### config.mk
export PLATFORM = sky130hd
export DESIGN_NAME = wb_uart_host
export DESIGN_NICKNAME = d
export VERILOG_FILES = /design/src/rtl/wb_uart_pkg.sv /design/src/rtl/wb_uart_host_skid.sv /design/src/rtl/wb_uart_host.sv
export SDC_FILE = /design/constraint.sdc
export NUM_CORES = 1
export LEC_CHECK = 0
export CAP_MARGIN = 20
export CORE_AREA = 3 3 62 64
export CTS_CLUSTER_DIAMETER = 80
export DETAILED_ROUTE_END_ITERATION = 12
export DIE_AREA = 0 0 65 67
export MAX_ROUTING_LAYER = met4
export PLACE_DENSITY_LB_ADDON = 0.12
export SLEW_MARGIN = 20
export SYNTH_ARGS = -nofsm -noshare
export SYNTH_HDL_FRONTEND = slang
export SYNTH_SLANG_ARGS = --single-unit
export TNS_END_PERCENT = 30
### constraint.sdc
create_clock -name clk -period 2.75 [get_ports clk]
set_input_delay 0.825 -clock clk [delete_from_list [all_inputs] [get_ports clk]]
set_output_delay 0.825 -clock clk [all_outputs]
set_load 0.005 [all_outputs]
### src/rtl/wb_uart_pkg.sv
// Shared definitions for the Wishbone 16550 UART host: FSM states, UART
// register map, LSR bit positions and the Wishbone request payload.
package wb_uart_pkg;

  localparam int unsigned ADDR_W = 3;
  localparam int unsigned DATA_W = 8;
  localparam int unsigned TMO_W  = 8;

  // 16550 register addresses (DLL/DLM alias RBR_THR/IER while DLAB=1)
  localparam logic [ADDR_W-1:0] ADDR_RBR_THR = 3'd0;
  localparam logic [ADDR_W-1:0] ADDR_DLL     = 3'd0;
  localparam logic [ADDR_W-1:0] ADDR_DLM     = 3'd1;
  localparam logic [ADDR_W-1:0] ADDR_FCR     = 3'd2;
  localparam logic [ADDR_W-1:0] ADDR_LCR     = 3'd3;
  localparam logic [ADDR_W-1:0] ADDR_LSR     = 3'd5;

  // LSR bit indices
  localparam int unsigned LSR_DR   = 0;
  localparam int unsigned LSR_THRE = 5;

  // LCR values: 8N1 with and without the divisor-latch access bit
  localparam logic [DATA_W-1:0] LCR_DLAB_VAL = 8'h83;
  localparam logic [DATA_W-1:0] LCR_8N1_VAL  = 8'h03;

  // Counter value on the last waiting cycle; the 255th unacked cycle abandons
  localparam logic [TMO_W-1:0] TMO_LAST = 8'd254;

  typedef enum logic [3:0] {
    INIT_LCR_DLAB,
    INIT_DLL,
    INIT_DLM,
    INIT_LCR,
    INIT_FCR,
    IDLE,
    POLL_LSR,
    RD_RBR,
    WR_THR
  } state_t;

  typedef struct packed {
    logic              we;
    logic [ADDR_W-1:0] addr;
    logic [DATA_W-1:0] data;
  } wb_req_t;

endpackage

### src/rtl/wb_uart_host_skid.sv
// One-entry valid/ready byte buffer.
// Ports: clk, rst (sync, active-high); in_valid/in_data/in_ready_c accept
// side (ready is simply "empty"); out_valid/out_data/out_ready drain side.
// A load and a drain never coincide: loads only happen while empty.
module wb_uart_host_skid
  import wb_uart_pkg::*;
(
  input  logic              clk,
  input  logic              rst,
  input  logic              in_valid,
  input  logic [DATA_W-1:0] in_data,
  output logic              in_ready_c,
  output logic              out_valid,
  output logic [DATA_W-1:0] out_data,
  input  logic              out_ready
);

  logic              full_q;
  logic [DATA_W-1:0] data_q;

  // Buffer register: fill when empty, empty on drain handshake
  always_ff @(posedge clk) begin
    if (rst) begin
      full_q <= 1'b0;
      data_q <= '0;
    end else if (in_valid && !full_q) begin
      full_q <= 1'b1;
      data_q <= in_data;
    end else if (out_ready && full_q) begin
      full_q <= 1'b0;
    end
  end

  assign in_ready_c = ~full_q;
  assign out_valid  = full_q;
  assign out_data   = data_q;

endmodule

### src/rtl/wb_uart_host.sv
// Wishbone initiator that programs a 16550 UART and then moves bytes
// between valid/ready streams and the UART by polling LSR.
// Ports: clk, rst (sync, active-high); o_wb_* / i_wb_* classic single-beat
// Wishbone initiator; i_tx_valid/i_tx_data/o_tx_ready transmit stream;
// o_rx_valid/o_rx_data/i_rx_ready receive stream; o_init_done; o_bus_err.
// Build option: WB_UART_HOST_TIMEOUT_EN adds an ack timeout that abandons a
// transaction after 255 unacked cycles and sets the sticky o_bus_err.
module wb_uart_host
  import wb_uart_pkg::*;
#(
  parameter logic [15:0] DIVISOR = 16'd54,
  parameter logic [7:0]  FCR_VAL = 8'h07
) (
  input  logic              clk,
  input  logic              rst,
  output logic              o_wb_cyc,
  output logic              o_wb_stb,
  output logic              o_wb_we,
  output logic [ADDR_W-1:0] o_wb_addr,
  output logic [DATA_W-1:0] o_wb_data,
  input  logic              i_wb_ack,
  input  logic [DATA_W-1:0] i_wb_data,
  input  logic              i_tx_valid,
  input  logic [DATA_W-1:0] i_tx_data,
  output logic              o_tx_ready,
  output logic              o_rx_valid,
  output logic [DATA_W-1:0] o_rx_data,
  input  logic              i_rx_ready,
  output logic              o_init_done,
  output logic              o_bus_err
);

  state_t            state_q, state_d;
  logic              cyc_q, cyc_d;
  wb_req_t           req_q, req_d;
  logic              init_done_q, init_done_d;
  logic              done_c, timeout_c;
  logic [DATA_W-1:0] rdata_c;
  logic              tx_in_ready_c, tx_full, tx_pop_c;
  logic [DATA_W-1:0] tx_byte;
  logic              rx_in_ready_c, rx_full, rx_push_c;

  // Bus request owned by each bus state
  function automatic wb_req_t state_req(input state_t s, input logic [DATA_W-1:0] thr);
    wb_req_t r;
    r = '0;
    case (s)
      INIT_LCR_DLAB: begin r.we = 1'b1; r.addr = ADDR_LCR; r.data = LCR_DLAB_VAL;   end
      INIT_DLL:      begin r.we = 1'b1; r.addr = ADDR_DLL; r.data = DIVISOR[7:0];   end
      INIT_DLM:      begin r.we = 1'b1; r.addr = ADDR_DLM; r.data = DIVISOR[15:8];  end
      INIT_LCR:      begin r.we = 1'b1; r.addr = ADDR_LCR; r.data = LCR_8N1_VAL;    end
      INIT_FCR:      begin r.we = 1'b1; r.addr = ADDR_FCR; r.data = FCR_VAL;        end
      RD_RBR:        r.addr = ADDR_RBR_THR;
      WR_THR:        begin r.we = 1'b1; r.addr = ADDR_RBR_THR; r.data = thr;        end
      default:       r.addr = ADDR_LSR;
    endcase
    return r;
  endfunction

`ifdef WB_UART_HOST_TIMEOUT_EN
  logic [TMO_W-1:0] tmo_cnt_q;
  logic             bus_err_q;

  assign timeout_c = cyc_q & ~i_wb_ack & (tmo_cnt_q == TMO_LAST);

  // Unacked-cycle counter and sticky error flag
  always_ff @(posedge clk) begin
    if (rst) begin
      tmo_cnt_q <= '0;
      bus_err_q <= 1'b0;
    end else begin
      if (!cyc_q || i_wb_ack) tmo_cnt_q <= '0;
      else                    tmo_cnt_q <= tmo_cnt_q + TMO_W'(1);
      if (timeout_c)          bus_err_q <= 1'b1;
    end
  end

  assign o_bus_err = bus_err_q;
`else
  assign timeout_c = 1'b0;
  assign o_bus_err = 1'b0;
`endif

  // An abandoned transaction completes as if acked with zero read data
  assign done_c  = cyc_q & (i_wb_ack | timeout_c);
  assign rdata_c = i_wb_ack ? i_wb_data : '0;

  // State and bus registers
  always_ff @(posedge clk) begin
    if (rst) begin
      state_q     <= INIT_LCR_DLAB;
      cyc_q       <= 1'b0;
      req_q       <= '0;
      init_done_q <= 1'b0;
    end else begin
      state_q     <= state_d;
      cyc_q       <= cyc_d;
      req_q       <= req_d;
      init_done_q <= init_done_d;
    end
  end

  // Next state and bus request. A bus state entered with cyc low issues its
  // request, which guarantees one idle bus cycle between transactions.
  always_comb begin
    state_d     = state_q;
    cyc_d       = cyc_q;
    req_d       = req_q;
    init_done_d = init_done_q;
    tx_pop_c    = 1'b0;
    rx_push_c   = 1'b0;
    if (state_q == IDLE) begin
      if (init_done_q && (!rx_full || tx_full)) begin
        state_d = POLL_LSR;
        cyc_d   = 1'b1;
        req_d   = state_req(POLL_LSR, tx_byte);
      end
    end else if (!cyc_q) begin
      cyc_d = 1'b1;
      req_d = state_req(state_q, tx_byte);
    end else if (done_c) begin
      cyc_d = 1'b0;
      case (state_q)
        INIT_LCR_DLAB: state_d = INIT_DLL;
        INIT_DLL:      state_d = INIT_DLM;
        INIT_DLM:      state_d = INIT_LCR;
        INIT_LCR:      state_d = INIT_FCR;
        INIT_FCR: begin
          state_d     = IDLE;
          init_done_d = 1'b1;
        end
        POLL_LSR: begin
          if (rdata_c[LSR_DR] && !rx_full)      state_d = RD_RBR;
          else if (rdata_c[LSR_THRE] && tx_full) state_d = WR_THR;
          else                                   state_d = IDLE;
        end
        RD_RBR: begin
          rx_push_c = 1'b1;
          state_d   = IDLE;
        end
        WR_THR: begin
          tx_pop_c = 1'b1;
          state_d  = IDLE;
        end
        default: state_d = IDLE;
      endcase
    end
  end

  wb_uart_host_skid u_tx_buf (
    .clk        (clk),
    .rst        (rst),
    .in_valid   (i_tx_valid & init_done_q),
    .in_data    (i_tx_data),
    .in_ready_c (tx_in_ready_c),
    .out_valid  (tx_full),
    .out_data   (tx_byte),
    .out_ready  (tx_pop_c)
  );

  wb_uart_host_skid u_rx_buf (
    .clk        (clk),
    .rst        (rst),
    .in_valid   (rx_push_c),
    .in_data    (rdata_c),
    .in_ready_c (rx_in_ready_c),
    .out_valid  (o_rx_valid),
    .out_data   (o_rx_data),
    .out_ready  (i_rx_ready)
  );

  assign rx_full     = ~rx_in_ready_c;
  assign o_tx_ready  = init_done_q & tx_in_ready_c;
  assign o_wb_cyc    = cyc_q;
  assign o_wb_stb    = cyc_q;
  assign o_wb_we     = req_q.we;
  assign o_wb_addr   = req_q.addr;
  assign o_wb_data   = req_q.data;
  assign o_init_done = init_done_q;

endmodule

; ---- Yosys cells after proc, flatten, opt, wreduce, memory -nomap -nowiden
; Index checks and enable logic that the tools add are counted.
; Widths: inputs -> output; s select.
[op_classes]
eq_ne = 10
n_mux = 30
bitwise_logic = 6
reduce_logical = 21
[op_table]
columns = cell, count
row1 = $pmux 8 s5, 1
row2 = $mux 12, 3
row3 = $mux 4, 6
row4 = $pmux 4 s5, 1
row5 = $mux 1, 17
row6 = $eq 4x3->1 const B, 4
row7 = $pmux 3 s4, 1
row8 = $eq 4x2->1 const B, 2
row9 = $mux 8, 1
row10 = $reduce_bool 2->1, 4
row11 = $logic_and 1x1->1, 7
row12 = $reduce_or 6->1, 1
row13 = $eq 4x1->1 const B, 1
row14 = $eq 4x4->1 const B, 1
row15 = $logic_not 4->1, 1
row16 = $ne 2x1->1 const B, 2
row17 = $reduce_and 4->1, 1
row18 = $and 1x1->1, 3
row19 = $not 1->1, 3
row20 = $reduce_and 3->1, 1
row21 = $reduce_or 3->1, 1
row22 = $logic_not 1->1, 2
row23 = $reduce_and 2->1, 1
row24 = $reduce_or 2->1, 1
row25 = $logic_or 1x1->1, 1
[totals]
ff_bits = 36
output_inout_bits = 26
elab_cells = 77

; ---- Depth between registers and ports, before layout
; Gate-level depths: netlist of run 1.
[depth]
depth_word = 8
depth_mapped = 6
mapped_depth_nobuf = 4

; ---- Modules after synthesis
; Synthesis of run 1 repeated with hierarchy kept, for this count alone.
[hier_totals]
cells_unflattened = 213
area_unflattened_um2 = 1929.4
[modules_own_cells]
columns = mod, n_inst, cells_each, area_per_inst_um2
row1 = wb_uart_host, 1, 135, 1068.5
row2 = wb_uart_host_skid, 2, 39, 430.4

; ---- Worst setup path after synthesis of run 1
; No wires, ideal clock.
[synth_timing]
kind = input -> register
from = in i_wb_ack
to = reg u_rx_buf.data_q[6] (netlist: u_rx_buf.out_data[6])
setup_time_ps = 128
t_arrival_ps = 1614
t_required_ps = 2622
setup_slack_ps = 1009
path_stages = 5
path_buffers = 1
cell_sequence = nand2_1 nor4_4 buf_6 mux2i_1 nor2_1
[synth_via]
elab_chain_cells = 5
word_cells_on_any_way = 6
[synth_rtl]
columns = item, line
row1 = "start, declared", wb_uart_host.sv:21  ; input logic i_wb_ack,
row2 = $and 1x1->1, wb_uart_host.sv:85  ; assign done_c = cyc_q & (i_wb_ack | timeout_c);
row3 = $mux 1, wb_uart_host.sv:121  ; end else if (done_c) begin
row4 = $mux 1, wb_uart_host.sv:118  ; end else if (!cyc_q) begin
row5 = $mux 1, wb_uart_host.sv:112  ; if (state_q == IDLE) begin
row6 = $logic_and 1x1->1, wb_uart_host_skid.sv:26  ; end else if (in_valid && !full_q) begin
row7 = "end signal, assigned", wb_uart_host_skid.sv:28  ; data_q <= in_data;
row8 = "end, declared", wb_uart_host_skid.sv:19  ; logic [DATA_W-1:0] data_q;
; Several ways; a longest one is shown, not always the timed one.
; A chain may end at the register's enable or synchronous reset.

; ---- Worst setup path after layout of run 1
[layout_timing]
from = reg init_done_q (netlist: o_init_done)
to = out o_tx_ready
[layout_via]
elab_chain_cells = 1
[layout_rtl]
columns = item, line
row1 = "start, declared", wb_uart_host.sv:36  ; logic init_done_q, init_done_d;
row2 = "start signal, assigned", wb_uart_host.sv:99  ; init_done_q <= init_done_d;
row3 = $and 1x1->1, wb_uart_host.sv:173  ; assign o_tx_ready = init_done_q & tx_in_ready_c;
row4 = "end, declared", wb_uart_host.sv:25  ; output logic o_tx_ready,
; No other way between the ends.

==> results by group, run 1 <==
Hold path
  • Hold_sp: u_tx_buf.out_data[3]$_SDFFE_PP0P_
  • WHS Path Cells: 2
  • Type of the worst min-delay path: register to register
  • Hold endpoint: u_tx_buf.out_data[3]$_SDFFE_PP0P_

Synth
  • Synth Register Bits: 36
  • Mean Syn Cell Area: 8.622 um^2
  • Synth Instances: 192
  • Most common cell in the netlist: dfxtp_1
  • Seq/Total Area, Yosys: 0.4354
  • Post-synth EDFFs: 0
  • Commonest cells post-synth: 36 x dfxtp_1, 27 x a21oi_1, 22 x nor2_1
  • Leading area contributor after synthesis: dfxtp_1
  • Synth unique cells: 42
  • Post-synth top flop: dfxtp_1
  • Synthesized area: 0.001655 mm^2
  • Synth Net Count: 213
  • Asr flop ratio synth: 0
  • Synth top area share: 0.4354
  • Yosys synthesis warning count: 0
  • Synth area leaders: dfxtp_1 44%, a21oi_1 8.2%, mux2i_1 5.4%, nor2_1 5.0%, nand3_1 4.2%

Clock tree
  • Clk buf depth: 2
  • Clock root buffer master: clkbuf_4
  • Clock Latency Late Sink: 0.33 ns
  • Post-cts resize count: 0
  • Setup Buffers After CTS: 0
  • Hold buffers post-CTS: 0
  • H-tree depth: 2
  • CTS Sinks: 36
  • CTS tree: yes
  • Clock slew at reported path FFs: 0.10 ns
  • Total CTS buffers: 5

Timing
  • Final Cycle Share: 0.8771
  • Minimum clock period: 2.412 ns
  • Slew @ Worst Pin: 0.6466 ns
  • Slew Limit Fails: 0
  • Setup clock skew after layout: 0.01407 ns
  • Setup ws final: 0.3381 ns
  • Final setup viols: 0
  • Achievable Freq: 0.4146 GHz
  • RSZ-0062 raised after global routing: false
  • Count of final hold-check violations: 0
  • TNS Setup: 0 ns
  • Slew margin rel.: 0.5676

Die
  • Die X: 65 um
  • Row count: 21
  • Die Y: 67 um
  • DIE AREA: 0.004355 mm^2
  • Core Box Area: 0.003337 mm^2
  • I/O Pins: 47
  • Initial core utilization: 0.4961

Critical path
  • Worst Setup End Kind: output port
  • Number of cells on the worst reg-to-reg path: 4
  • R2r startpoint: state_q[0]$_SDFFE_PP0P_
  • Critical Path AT: 1.59 ns
  • Flop-to-flop setup slack: 0.77 ns
  • Reg2Reg Capture Point: o_wb_addr[2]$_SDFFE_PP0P_
  • Crit-path max FO: 6
  • Setup CP Type: register to output port
  • Worst path required time: 1.93 ns
  • Worst Setup Start Kind: register

GRT
  • Number of global-route vias before repair: 1457
  • Grt total ovfl: 0
  • Overall routing resource usage: 0.2033
  • First-pass GRT wire length: 6.624 mm
  • Initial antenna violation count: 0
  • Largest net degree at the start of global routing: 18

Place
  • Routability cong.: 0.8684
  • Worst Setup Slack post-DPL: 0.2824 ns
  • PortBufs: 45
  • Post-DP HPWL: 2.928 mm

Detailed routing
  • Vias post-DR: 1523
  • Routed WL: 3.948 mm
  • Wirelength per Cell: 14.10 um
  • Residual DRC: 0
  • DRT iter0 DRCs: 149
  • Total iterations of the first detailed-routing run: 4
  • Drt via density: 5.439
  • Antenna-violating nets left: 0

Layout
  • Antenna diode count: 0
  • Share of post-route cells with drive strength above 1: 0.08974
  • Layout net count: 255
  • Layout area overhead: 30.69%

Power
  • Worst VDD drop: 0.2477 mV
  • Leak Pwr: 0.0007393 uW
  • Power Density: 427.6 mW/mm^2

Flow run
  • Max-Cap Viols: 0

Run status
  • Status: finished, final reports clean
[cells by family after synthesis]
group / after synthesis / share of synthesized area
other cells: 1 / 0.002265
xor+xnor: 1 / 0.005292
buf+inv: 18 / 0.05744
mux: 9 / 0.05442
flops: 36 / 0.4354
compound gates: 49 / 0.1799
simple gates: 78 / 0.2653
[metrics by stage]
step / utilization / instances / instance area, um^2 / power (uW) / hold WS (ns)
floorplan: - / 192 / 1655 / 618.7 / 0.4317
global placement: 0.6344 / 273 / 2117 / 679.0 / 0.4447
detailed placement: 0.6344 / 273 / 2117 / 681.2 / 0.4558
CTS: 0.6483 / 280 / 2163 / 932.2 / 0.4688
global route: 0.6483 / 280 / 2163 / 965.8 / 0.4888
finish: 0.6483 / 280 / 2163 / 924.9 / 0.4665
[layout by cell type, fill, tap and decap left out, types with 3 or more instances in the layout]
cell / n
nand2_1: 13
o21ai_0: 6
nand3b_1: 4
nor2_1: 22
inv_1: 3
a32oi_1: 4
a31oi_1: 3
nand2b_1: 3
dfxtp_1: 36
nand3_1: 14
mux2i_1: 9
buf_4: 5
clkbuf_4: 5
a21oi_1: 27
clkdlybuf4s50_1: 45
nor3_1: 4
[critical path, cell delays in order, from the launching register on]
cell and delay, ns:
dfxtp_1 0.45, nor2b_1 0.27, clkdlybuf4s50_1 0.55
[registers in the layout, summed over array words and instances, names as in the netlist]
| register | flops |
|---|---|
| o_wb_cyc | 1 |
| o_wb_we | 1 |
| u_tx_buf.out_data | 8 |
| o_init_done | 1 |
| u_rx_buf.out_data | 8 |
| o_wb_addr | 3 |
| u_tx_buf.out_valid | 1 |
| state_q | 4 |
| o_wb_data | 8 |
| u_rx_buf.out_valid | 1 |
[cell type report]
class,instances,area (um^2)
inverters,3,11.26
clock inverters,1,5.005
fillers,314,1174
flip-flops and latches,36,720.7
repair buffers,50,488.0
clock buffers,6,41.29
multi-input cells,138,839.6
well taps,46,57.56
[power by group]
part | internal [uW] | switching, uW | leakage [uW]
clock network | 94.2 | 161 | 0.0000281
logic | 70.1 | 50.1 | 0.000419
registers | 534 | 16.0 | 0.000293
[worst max path at each step]
stage	start	slack [ns]	to	cells after the start
4_1_cts	o_init_done$_SDFFE_PP0P_	0.35	o_tx_ready	2
6_report	o_init_done$_SDFFE_PP0P_	0.34	o_tx_ready	2
3_3_place_gp	i_wb_ack	0.41	u_rx_buf.out_data[2]$_SDFFE_PP0P_	6
2_1_floorplan	i_wb_ack	1.01	u_rx_buf.out_data[6]$_SDFFE_PP0P_	5
5_1_grt	o_init_done$_SDFFE_PP0P_	0.22	o_tx_ready	2
3_5_place_dp	i_wb_ack	0.28	u_rx_buf.out_data[2]$_SDFFE_PP0P_	6
[routing by layer]
layer	track usage	vias to the layer above	wire, um
met3	0.05059	2	199
met2	0.3448	46	1988
met1	0.2361	712	1737
li1	-	763	-
met5	-	-	0
met4	0.06596	0	22
(Power assumes the default switching activity.)
==> inputs of run 2 (changes only) <==
CELL_PAD_IN_SITES_DETAIL_PLACEMENT = 1   (was default)
CELL_PAD_IN_SITES_GLOBAL_PLACEMENT = 1   (was default)
CORE_AREA = 3 3 71 73   (was 3 3 62 64)
DIE_AREA = 0 0 74 76   (was 0 0 65 67)
SLEW_MARGIN = default   (was 20)
==> results by group, run 2 (same netlist as run 1, synthesis figures left out) <==
GRT
  • Initial antenna violation count: 0
  • Overall routing resource usage: 0.1791
  • Grt total ovfl: 0
  • Number of global-route vias before repair: 1589
  • First-pass GRT wire length: 7.638 mm
  • Largest net degree at the start of global routing: 24

Detailed routing
  • Wirelength per Cell: 16.30 um
  • Residual DRC: 0
  • Vias post-DR: 1547
  • Drt via density: 5.409
  • Antenna-violating nets left: 0
  • Total iterations of the first detailed-routing run: 4
  • DRT iter0 DRCs: 67
  • Routed WL: 4.662 mm

Clock tree
  • Clock root buffer master: clkbuf_8
  • Hold buffers post-CTS: 0
  • Clock Latency Late Sink: 0.29 ns
  • Clk buf depth: 2
  • Clock slew at reported path FFs: 0.08 ns
  • Post-cts resize count: 0
  • H-tree depth: 2
  • Setup Buffers After CTS: 0
  • CTS Sinks: 36
  • CTS tree: yes
  • Total CTS buffers: 5

Timing
  • Setup clock skew after layout: 0.006556 ns
  • Setup ws final: 0.3574 ns
  • Slew Limit Fails: 0
  • TNS Setup: 0 ns
  • Minimum clock period: 2.393 ns
  • Count of final hold-check violations: 0
  • Achievable Freq: 0.4180 GHz
  • Final Cycle Share: 0.8700
  • Slew margin rel.: 0.5938
  • Slew @ Worst Pin: 0.6085 ns
  • RSZ-0062 raised after global routing: false
  • Final setup viols: 0

Power
  • Gate power share: 0.107
  • Psw: 265.8 uW
  • Internal: 871.4 uW
  • Clock group share of total power: 0.408
  • Leak Pwr: 0.0007606 uW
  • Seq pwr share: 0.484
  • Power Density: 510.3 mW/mm^2
  • Sw frac: 0.2338
  • Worst VDD drop: 0.2255 mV

Place
  • Routability cong.: 0.8534
  • PortBufs: 45
  • DP Area: 0.002117 mm^2
  • Post-DP HPWL: 3.388 mm
  • Worst Setup Slack post-DPL: 0.3198 ns

Critical path
  • Worst path required time: 1.93 ns
  • Worst Setup Start Kind: register
  • Crit-path max FO: 6
  • Critical path, cell by cell: nor2b_1 -> clkdlybuf4s50_1
  • Crit-path leading delay family: buffers and inverters
  • Bufs and invs on worst path: 1
  • Critical Path AT: 1.57 ns
  • Worst Setup End Kind: output port
  • Flop-to-flop setup slack: 0.74 ns
  • Setup CP Type: register to output port
  • Crit-path max cell delay: 0.55 ns
  • Critical-path top delay cell: clkdlybuf4s50_1

Layout
  • Most common cell after layout, fill and taps aside: clkdlybuf4s50_1
  • Highest-count cells in the layout ignoring fill and taps: 45 x clkdlybuf4s50_1, 36 x dfxtp_1, 27 x a21oi_1, 22 x nor2_1, 14 x nand3_1
  • Layout net count: 254
  • Antenna diode count: 0
  • Share of post-route cells with drive strength above 1: 0.09402
  • Layout area overhead: 34.62%
  • Final instance area: 0.002228 mm^2
  • Util after Layout: 0.5048
  • Fillers: 534

Die
  • Core Box Area: 0.004414 mm^2
  • Initial core utilization: 0.3750
  • I/O Pins: 47
  • Row count: 24
  • DIE AREA: 0.005624 mm^2
  • Die X: 74 um
  • Die Y: 76 um

Run status
  • Status: finished, final reports clean

Hold path
  • Type of the worst min-delay path: register to register

Flow run
  • Max-Cap Viols: 0
[run 2: changes by cell type in the layout (fill, tap and decap cells not counted), sizes merged]
| cell | before | now |
|---|---|---|
| buf | 5 | 4 |
| bufinv | 0 | 1 |
| clkbuf | 6 | 5 |
| clkinvlp | 0 | 1 |
[run 2: final cells by class]
class | count | area, um^2 | share of cell area
sequential | 36 | 720.7 | 0.3234
clock buffer | 5 | 68.82 | 0.03088
multi-input combinational | 138 | 839.6 | 0.3768
tap | 52 | 65.06 | 0.02920
timing repair buffer | 49 | 480.5 | 0.2156
inverter | 3 | 11.26 | 0.005053
clock inverter | 3 | 42.54 | 0.01909
[run 2: worst reg2reg max path: cells and delay by family (launching register included)]
| family | cells | cell delay, ns |
|---|---|---|
| AOI/OAI and AO/OA | 2 | 0.49 |
| DFF | 1 | 0.71 |
| and+or+nand+nor | 2 | 0.74 |
[run 2: final timing paths]
| path | cells past startpoint | to | from |
|---|---|---|---|
| max | 2 | o_tx_ready | o_init_done$_SDFFE_PP0P_ |
| min | 2 | u_tx_buf.out_data[1]$_SDFFE_PP0P_ | u_tx_buf.out_data[1]$_SDFFE_PP0P_ |
| max reg2reg | 4 | o_wb_addr[2]$_SDFFE_PP0P_ | state_q[0]$_SDFFE_PP0P_ |
| min reg2reg | 2 | u_tx_buf.out_data[1]$_SDFFE_PP0P_ | u_tx_buf.out_data[1]$_SDFFE_PP0P_ |
[run 2: through the flow]
step / total power [uW] / instances / hold slack, ns
final: 1137 / 286 / 0.4650
after global routing: 1184 / 286 / 0.4922
after CTS: 1154 / 286 / 0.4693
after detailed placement: 684.8 / 278 / 0.4591
after global placement: 681.0 / 278 / 0.4497
after floorplan: 618.7 / 192 / 0.4317
[run 2: layer usage]
layer / share of wire / vias to the layer above / GRT usage
li1: - / 766 / -
met1: 0.45 / 733 / 0.2211
met2: 0.49 / 37 / 0.2739
met3: 0.036 / 11 / 0.04485
met4: 0.023 / 0 / 0.07609
met5: 0 / - / -
[run 2: power by group through the flow]
stage | Combinational [uW] | Sequential [uW] | Clock (uW)
global placement | 118 | 563 | 0
CTS | 123 | 551 | 480
global route | 133 | 553 | 497
floorplan | 63.6 | 555 | 0
finish | 122 | 551 | 464
detailed placement | 121 | 563 | 0
==> inputs of run 3 (changes only) <==
CELL_PAD_IN_SITES_DETAIL_PLACEMENT = 0   (was 1)
CORE_AREA = 3 3 78 80   (was 3 3 71 73)
DIE_AREA = 0 0 81 83   (was 0 0 74 76)
clock period = 2 ns   (was 2.75 ns; I/O delays follow)
==> results by group, run 3 (same netlist as run 1, synthesis figures left out) <==
Detailed routing
  • DRT iter0 DRCs: 70
  • Antenna-violating nets left: 0
  • Routed WL: 4.361 mm
  • Total iterations of the first detailed-routing run: 4
  • Residual DRC: 0
  • Drt via density: 4.899
  • Wirelength per Cell: 13.71 um
  • Vias post-DR: 1558

Place
  • Dpl cells: 310
  • Worst Setup Slack post-DPL: -0.02639 ns
  • Routability cong.: 0.8151
  • PortBufs: 45
  • Post-DP HPWL: 3.303 mm

Critical path
  • Worst Setup End Kind: output port
  • Crit-path max FO: 2
  • Worst path required time: 1.40 ns
  • Setup CP Type: register to output port
  • Worst Setup Start Kind: register
  • Critical Path AT: 1.32 ns

Layout
  • Layout area overhead: 44.44%
  • Most common cell after layout, fill and taps aside: clkdlybuf4s50_1
  • Layout net count: 266
  • Share of post-route cells with drive strength above 1: 0.1423
  • Antenna diode count: 0
  • Highest-count cells in the layout ignoring fill and taps: 45 x clkdlybuf4s50_1, 36 x dfxtp_1, 27 x a21oi_1, 22 x nor2_1
  • Final std cells w/o fill: 318

Clock tree
  • Post-cts resize count: 1
  • Total CTS buffers: 5
  • Clk buf depth: 2
  • Clock slew at reported path FFs: 0.07 ns
  • H-tree depth: 2
  • Clock Latency Late Sink: 0.29 ns
  • Setup Buffers After CTS: 0
  • CTS Sinks: 36
  • Clock root buffer master: clkbuf_8
  • CTS tree: yes
  • Hold buffers post-CTS: 0

Timing
  • Final Cycle Share: 0.9577
  • Worst hold slack: 0.4607 ns
  • Count of final hold-check violations: 0
  • Minimum clock period: 1.915 ns
  • Achievable Freq: 0.5221 GHz
  • RSZ-0062 raised after global routing: false
  • Slew Limit Fails: 0
  • Final setup viols: 0
  • Setup ws final: 0.08460 ns
  • Setup clock skew after layout: 0.007227 ns

Die
  • Die Y: 83 um
  • Core Box Area: 0.005473 mm^2
  • I/O Pins: 47
  • Row count: 27
  • Initial core utilization: 0.3025
  • DIE AREA: 0.006723 mm^2
  • Die X: 81 um

GRT
  • Number of global-route vias before repair: 1569
  • Overall routing resource usage: 0.1491
  • Grt total ovfl: 0
  • Largest net degree at the start of global routing: 30
  • Initial antenna violation count: 0
  • First-pass GRT wire length: 7.755 mm

Power
  • Power Density: 683.5 mW/mm^2
  • Leak Pwr: 0.0008387 uW
  • Worst VDD drop: 0.3687 mV

Run status
  • Status: finished, final reports clean

Flow run
  • Max-Cap Viols: 0

Hold path
  • Type of the worst min-delay path: register to register
[run 3: worst paths after layout]
kind                            slack, ns                               from                                 to  depth (start not counted)
worst min-delay path                 0.46  u_tx_buf.out_data[2]$_SDFFE_PP0P_  u_tx_buf.out_data[2]$_SDFFE_PP0P_                          2
worst min register to register       0.46  u_tx_buf.out_data[2]$_SDFFE_PP0P_  u_tx_buf.out_data[2]$_SDFFE_PP0P_                          2
worst max register to register       0.37            state_q[0]$_SDFFE_PP0P_            state_q[3]$_SDFFE_PP0P_                          5
worst max-delay path                 0.08           o_init_done$_SDFFE_PP0P_                         o_tx_ready                          2
[run 3: report_power, final]
part	internal [uW]	switching [uW]	total, uW
sequential	734	13.4	748
combinational	108	81.2	190
clock	440	257	697
total	1280	352	1630
[run 3: through the flow]
stage               instance area, um^2   TNS, ns  utilization  power (uW)
finish                             2391         0       0.4369        1634
global route                       2391         0       0.4369        1710
CTS                                2386         0       0.4360        1655
detailed placement                 2257  -0.07221       0.4124       954.9
global placement                   2257         0       0.4124       953.0
floorplan                          1655         0            -       850.8
[run 3: area by class of cell]
class | instances | area, um^2
Timing Repair Buffer | 61 | 595.6
Multi-Input combinational cell | 138 | 847.1
Inverter | 3 | 11.26
Fill cell | 564 | 3082
Tap cell | 72 | 90.09
Clock inverter | 1 | 30.03
Clock buffer | 7 | 96.34
Sequential cell | 36 | 720.7
[run 3: layer usage]
layer  vias to the layer above  share of wire  track usage
li1                        787              -            -
met1                       733           0.48       0.1960
met2                        33           0.47       0.2240
met3                         5          0.043      0.03905
met4                         0         0.0083      0.04301
met5                         -              0            -
[run 3: critical path: stages, from the launching register on]
cell and delay (ns):
dfxtp_1 0.34, nor2b_4 0.17, clkdlybuf4s50_1 0.52
